--- config.mk ---
export PLATFORM = sky130hd
export DESIGN_NAME = icache_axi_rd_bridge
export DESIGN_NICKNAME = d
export VERILOG_FILES = /design/src/rtl/cache_axi_pkg.sv /design/src/rtl/icache_axi_rd_bridge.sv
export SDC_FILE = /design/constraint.sdc
export NUM_CORES = 1
export LEC_CHECK = 0
export CORE_UTILIZATION = 49
export DETAILED_ROUTE_END_ITERATION = 8
export GPL_TIMING_DRIVEN = 0
export PLACE_DENSITY_LB_ADDON = 0.05
export SLEW_MARGIN = 20
export SYNTH_ARGS = -nofsm -noshare
export SYNTH_HDL_FRONTEND = slang
export SYNTH_SLANG_ARGS = --single-unit
--- constraint.sdc ---
create_clock -name clk -period 3.4 [get_ports clk]
set_input_delay 1.02 -clock clk [delete_from_list [all_inputs] [get_ports clk]]
set_output_delay 1.02 -clock clk [all_outputs]
set_load 0.005 [all_outputs]
--- src/rtl/cache_axi_pkg.sv ---
// Shared encodings and AXI constants for the instruction-cache miss bridge.
package cache_axi_pkg;

    typedef enum logic [3:0] {
        ST_IDLE = 4'b0001,
        ST_AR   = 4'b0010,
        ST_R    = 4'b0100,
        ST_RESP = 4'b1000
    } state_e;

    localparam logic [2:0] SIZE_4B      = 3'b010;
    localparam logic [1:0] BURST_INCR   = 2'b01;
    localparam int         LINE_BEATS   = 8;
    localparam int         LINE_W       = 256;
    localparam logic       RD_TYPE_LINE = 1'b1;
    localparam logic       RD_TYPE_WORD = 1'b0;

    // Line reads start on the 32-byte boundary; word reads use the exact address.
    function automatic logic [31:0] burst_addr(input logic rd_type, input logic [31:0] addr);
        return (rd_type == RD_TYPE_LINE) ? {addr[31:5], 5'b0} : addr;
    endfunction

endpackage

--- src/rtl/icache_axi_rd_bridge.sv ---
// Instruction-cache miss responder: one AXI4 read burst per request, beats
// gathered into a 256-bit line and returned as a single-cycle pulse.
module icache_axi_rd_bridge
    import cache_axi_pkg::*;
#(
    parameter int                AXI_ID_W = 4,
    parameter logic [AXI_ID_W-1:0] ARID_VAL = '0
) (
    input  logic                clk,
    input  logic                reset,
    // rd_req is taken only while rd_rdy is high; the requester holds it otherwise.
    input  logic                rd_req,
    input  logic                rd_type,
    input  logic [31:0]         rd_addr,
    output logic                rd_rdy,
    output logic                ret_valid,
    output logic [LINE_W-1:0]   ret_data,
    output logic [AXI_ID_W-1:0] arid,
    output logic [31:0]         araddr,
    output logic [7:0]          arlen,
    output logic [2:0]          arsize,
    output logic [1:0]          arburst,
    output logic                arvalid,
    input  logic                arready,
    input  logic [AXI_ID_W-1:0] rid,
    input  logic [31:0]         rdata,
    input  logic [1:0]          rresp,
    input  logic                rlast,
    input  logic                rvalid,
    output logic                rready,
    output logic [3:0]          dbg_state
);

    state_e              state_q, state_d;
    logic                type_q, type_d;
    logic [31:0]         addr_q, addr_d;
    logic [2:0]          beat_q, beat_d;
    logic [LINE_W-1:0]   line_q, line_d;
    logic                arvalid_q, arvalid_d;
    logic                rready_q, rready_d;
    logic                ret_valid_q, ret_valid_d;
    logic                unused_inputs;

    assign unused_inputs = ^{rid, rresp};

    always_comb begin
        state_d     = state_q;
        type_d      = type_q;
        addr_d      = addr_q;
        beat_d      = beat_q;
        arvalid_d   = arvalid_q;
        rready_d    = rready_q;
        ret_valid_d = 1'b0;
        case (state_q)
            ST_IDLE: begin
                if (rd_req) begin
                    type_d    = rd_type;
                    addr_d    = rd_addr;
                    beat_d    = 3'd0;
                    arvalid_d = 1'b1;
                    state_d   = ST_AR;
                end
            end
            ST_AR: begin
                if (arready) begin
                    arvalid_d = 1'b0;
                    rready_d  = 1'b1;
                    state_d   = ST_R;
                end
            end
            ST_R: begin
                if (rvalid) begin
                    beat_d = beat_q + 3'd1;
                    // Only rlast ends the burst; the beat count is never checked.
                    if (rlast) begin
                        rready_d    = 1'b0;
                        ret_valid_d = 1'b1;
                        state_d     = ST_RESP;
                    end
                end
            end
            ST_RESP: begin
                state_d = ST_IDLE;
            end
            default: begin
                state_d   = ST_IDLE;
                arvalid_d = 1'b0;
                rready_d  = 1'b0;
            end
        endcase
    end

    always_comb begin
        line_d = line_q;
        if (state_q == ST_IDLE && rd_req) begin
            line_d = '0;
        end else if (state_q == ST_R && rvalid) begin
            line_d[{beat_q, 5'b0} +: 32] = rdata;
        end
    end

    always_ff @(posedge clk) begin
        if (reset) begin
            state_q     <= ST_IDLE;
            type_q      <= RD_TYPE_WORD;
            addr_q      <= '0;
            beat_q      <= '0;
            line_q      <= '0;
            arvalid_q   <= 1'b0;
            rready_q    <= 1'b0;
            ret_valid_q <= 1'b0;
        end else begin
            state_q     <= state_d;
            type_q      <= type_d;
            addr_q      <= addr_d;
            beat_q      <= beat_d;
            line_q      <= line_d;
            arvalid_q   <= arvalid_d;
            rready_q    <= rready_d;
            ret_valid_q <= ret_valid_d;
        end
    end

    assign rd_rdy    = (state_q == ST_IDLE);
    assign ret_valid = ret_valid_q;
    assign ret_data  = line_q;
    assign arid      = ARID_VAL;
    assign araddr    = burst_addr(type_q, addr_q);
    assign arlen     = (type_q == RD_TYPE_LINE) ? 8'(LINE_BEATS - 1) : 8'd0;
    assign arsize    = SIZE_4B;
    assign arburst   = BURST_INCR;
    assign arvalid   = arvalid_q;
    assign rready    = rready_q;
    assign dbg_state = state_q;

endmodule

Yosys cells after proc, flatten, opt, wreduce, memory -nomap -nowiden
Cells that the tools add are included. Widths: inputs -> output; s select.

Latch bits: 0. ROM bits: 0. Output and inout bits: 313. Memories: 0. Register bits after elaboration: 299. Memory bits (writable): 0.

Add/sub/neg operators: 2. Div/mod/pow operators: 0. Shifts and indexed selects: 2. Order comparisons: 0. Muxes and demuxes: 19. Eq/ne operators: 8. Reductions and logical operators: 12. Multiply operators: 0. Bitwise logic cells: 4.

Operator list (count): $bwmux 256 (1); $shift 32x10->256 const A (1); $shiftx 32x10->256 (1); $mux 4 (4); $pmux 4 s3 (1); $neg 8->10 (1); $mux 3 (3); $ne 2x2->1 const B (4); $reduce_and 4->1 (2); $mux 1 (6); $pmux 1 s3 (2); $pmux 3 s2 (1); $reduce_and 3->1 (2); $reduce_or 2->1 (3); $mux 5 (1); $eq 4x1->1 const B (1); $eq 4x2->1 const B (1); $eq 4x3->1 const B (1); $eq 4x4->1 const B (1); $not 1->1 (4); $add 3x1->3 const B (1); $reduce_or 3->1 (1); $logic_and 1x1->1 (2); $reduce_and 2->1 (1); $reduce_bool 2->1 (1).

Logic depth before layout (Yosys ltp)
Word-level depth: 4. Depth in mapped cells: 9. Depth with buffers taken out: 7.

Worst setup path after synthesis
Ideal clock, no wire load.

Path kind: input to register. Start point: input port rvalid. End point: register line_q[203], in the netlist ret_data[203]. Path slack: 0.859 ns. Cell stages on the path: 7. Path buffers: 3. Arrival time: 2.409 ns. Setup time: 0.132 ns. Cells stage by stage: clkbuf_1 -> nand2_1 -> or4_1 -> clkbuf_1 -> buf_2 -> nand2_1 -> a21oi_1.

Word-level cells in the longest chain between the ends: 1.

RTL lines: start, declared (RTL line icache_axi_rd_bridge.sv:29) `input logic rvalid,`; $logic_and 1x1->1 (RTL line icache_axi_rd_bridge.sv:97) `end else if (state_q == ST_R && rvalid) begin`; end signal, assigned (RTL line icache_axi_rd_bridge.sv:117) `line_q <= line_d;`; end, declared (RTL line icache_axi_rd_bridge.sv:38) `logic [LINE_W-1:0] line_q, line_d;`.

No other way between the ends. A chain may end at the register's enable or synchronous reset.

Final worst setup path
Start point: register state_q[0], in the netlist dbg_state[0]. End point: output port rd_rdy.

Word-level cells in the longest chain between the ends: 1.

RTL lines: start, declared (RTL line icache_axi_rd_bridge.sv:34) `state_e state_q, state_d;`; start signal, assigned (RTL line icache_axi_rd_bridge.sv:113) `state_q <= state_d;`; $eq 4x1->1 (RTL line icache_axi_rd_bridge.sv:124) `assign rd_rdy = (state_q == ST_IDLE);`; end, declared (RTL line icache_axi_rd_bridge.sv:15) `output logic rd_rdy,`.

No other way between the ends.

==> results.py <==
metrics = {
    "timing": {
        "slew_headroom": 0.5221,
        "fmax_mhz": 318.6,
        "tns_ns": 0,
        "rsz0062_at_grt": "no",
        "hold_ws_ns": 0.4520,
        "skew_ns": 0.006852,
        "setup_viol": 0,
        "min_period_ns": 3.139,
        "worstMarginPinSlew_ns": 0.7154,
        "fin_crit_sh": 0.9231,
        "drv_slew": 0,
        "finalHoldViolCount": 0,
    },
    "placement": {
        "port_buffers": 335,
        "place_congestion": 0.8434,
        "dp_hpwl_um": 25920,
    },
    "yosys": {
        "yosys_warnings": 0,
        "async_reset_ff_frac": 0,
        "synthesis.area_mm2": 0.01123,
        "postSynth.topFlopCell": "dfxtp_1",
        "synth-seq-cells": 299,
        "synth_seq_area_share": 0.5329,
        "syn_inst": 1436,
        "synth-edff-count": 0,
        "synth_cell_types": 43,
        "syn_area_per_cell_um2": 7.822,
    },
    "floorplan": {
        "die_y_um": 153.4,
        "die_w_um": 153.4,
        "rows": 55,
        "pin_count": 390,
        "start_util": 0.4976,
        "die-area_mm2": 0.02353,
        "coreArea_mm2": 0.02257,
    },
    "critical_path": {
        "crit_chain": "nor4b_2, clkdlybuf4s50_1",
        "worstPathArrival_ns": 2.12,
        "crit_path_end_kind": "output port",
        "endpoint": "rd_rdy",
        "critPathMaxFanout": 6,
        "r2r-end": "ret_data[178]$_SDFFE_PP0P_",
        "crit_type": "reg -> out",
        "cp.required_ns": 2.38,
        "critPathSlowestCell": "clkdlybuf4s50_1",
        "start_kind": "flop",
        "reg2reg_depth": 9,
        "startpoint": "dbg_state[0]$_SDFFE_PP1P_",
        "reg2reg_slack_ns": 0.55,
        "r2r_start": "beat_q[0]$_SDFFE_PP0P_",
        "cp_slowest_stage_delay_ns": 0.63,
    },
    "grt": {
        "grt.overflow.total": 0,
        "grt.total_usage": 0.3021,
        "grt_pass1_wl_um": 55470,
        "antenna_found_initial": 0,
        "grt_pass1_vias": 9909,
        "grt_max_degree": 16,
    },
    "pwr": {
        "p_leak_uw": 0.005504,
        "irDropWorstVdd_mv": 0.3521,
        "power.density_mw_per_mm2": 479.2,
    },
    "clock_network": {
        "cts_setup_buffers": 0,
        "ctsHoldBuffers": 0,
        "ctsLongestPathBuffers": 3,
        "path_clk_slew_ns": 0.06,
        "ctsRootBufferMaster": "clkbuf_16",
        "cts_resized": 0,
        "htreeDepth": 1,
        "cts.sinks": 299,
        "numCtsBuffers": 31,
        "cts_tree": "yes",
        "clock_latency_ns": 0.56,
    },
    "final_layout": {
        "diodes": 0,
        "fin_nets": 1897,
        "final_cell_mix": "582 x nand2_1, 335 x clkdlybuf4s50_1, 299 x dfxtp_1, 293 x a21oi_1, 61 x buf_4",
        "final_util": 0.7124,
        "syn_to_final_growth_pct": 43.15,
        "final_common_cell": "nand2_1",
        "drive_above_1_share": 0.09728,
    },
    "route": {
        "wl_per_cell_um": 17.27,
        "viasPerCell": 5.116,
        "wirelength_um": 36690,
        "drt_iter0_drc": 662,
        "dr.pass1.iters": 6,
        "drc": 0,
        "vias": 10870,
        "ant_nets": 0,
    },
    "outcome": {
        "status": "complete, no violations",
    },
    "worst_hold_path": {
        "min_path_type": "reg -> reg",
    },
    "run": {
        "maxCapViolations": 0,
    },
}
registers in the layout (all words and copies together), names as in the netlist:
name       cells
addr_q        32
arvalid        1
beat_q         3
dbg_state      4
ret_data     256
ret_valid      1
rready         1
type_q         1
power by group:
part	total, µW	internal, µW	switching, µW	leakage, µW
registers	3560	3540	21.6	0.00241
clock network	3620	2200	1420	0.000541
logic	525	219	306	0.00255
cells in the mapped netlist (2+ instances only):
cell / count / area (µm²)
nand2_1: 582 / 2185
dfxtp_1: 299 / 5986
a21oi_1: 293 / 1466
buf_4: 61 / 457.9
buf_2: 56 / 280.3
clkbuf_1: 52 / 195.2
buf_1: 9 / 33.78
nor2_1: 8 / 30.03
nor2b_1: 8 / 50.05
ha_1: 4 / 50.05
inv_1: 4 / 15.01
nand2b_1: 4 / 25.02
nor4b_1: 4 / 35.03
a211oi_1: 3 / 22.52
a22oi_1: 3 / 22.52
nor3_1: 3 / 15.01
nor4_4: 3 / 63.81
o21ai_0: 3 / 15.01
or3_1: 3 / 18.77
or4_1: 3 / 22.52
and4_1: 2 / 17.52
conb_1: 2 / 7.510
nand3_1: 2 / 10.01
nand3b_1: 2 / 15.01
nand4_1: 2 / 12.51
nor3_2: 2 / 20.02
nor4_1: 2 / 12.51
o21bai_1: 2 / 15.01
critical path, delay by kind of cell (launching register included):
kind          cells  cell delay [ns]
buf+inv           1             0.63
simple gates      1             0.49
flops             1             0.45
cell families after synthesis:
group                      after synthesis  synth area share
adders and majority gates                4          0.004456
and+or+nand+nor                        636            0.2304
xor gates and xnor gates                 1         0.0007799
buffers and inverters                  183           0.08845
other                                    2         0.0006686
DFF                                    299            0.5329
AOI/OAI and AO/OA                      311            0.1424
final cells by class:
cell class                 instances  area [µm²]
timing repair buffer             335        3353
fill                            1870        6492
sequential                       299        5986
buffer                           179       978.4
inverter                           4       15.01
tap                              285       356.6
multi-input combinational        966        4298
clock buffer                      43       890.9
clock inverter                    14       201.4
worst min path at each step:
stage,startpoint,endpoint,depth (start not counted)
6_report,addr_q[4]$_SDFFE_PP0P_,addr_q[4]$_SDFFE_PP0P_,2
5_1_grt,ret_data[70]$_SDFFE_PP0P_,ret_data[70]$_SDFFE_PP0P_,2
4_1_cts,ret_data[86]$_SDFFE_PP0P_,ret_data[86]$_SDFFE_PP0P_,2
3_5_place_dp,ret_data[253]$_SDFFE_PP0P_,ret_data[253]$_SDFFE_PP0P_,2
3_3_place_gp,ret_data[114]$_SDFFE_PP0P_,ret_data[114]$_SDFFE_PP0P_,2
2_1_floorplan,addr_q[0]$_SDFFE_PP0P_,addr_q[0]$_SDFFE_PP0P_,2
per-layer routing:
metal / up-vias / share of wire / track usage
li1: 5299 / - / -
met5: - / 0 / 0
met3: 88 / 0.090 / 0.06606
met1: 4998 / 0.41 / 0.3790
met2: 486 / 0.46 / 0.5012
met4: 0 / 0.041 / 0.1281
stage by stage:
step / cell area [µm²] / setup WS [ns] / power, µW / instances
after floorplan: 11280 / 0.8590 / 3917 / 1448
after global placement: 14990 / 0.3391 / 4152 / 2068
after detailed placement: 14990 / 0.2824 / 4157 / 2068
after CTS: 16080 / 0.2491 / 7722 / 2125
after global routing: 16080 / 0.1345 / 7931 / 2125
final: 16080 / 0.2614 / 7705 / 2125
Power figures use the tool's default switching activity.
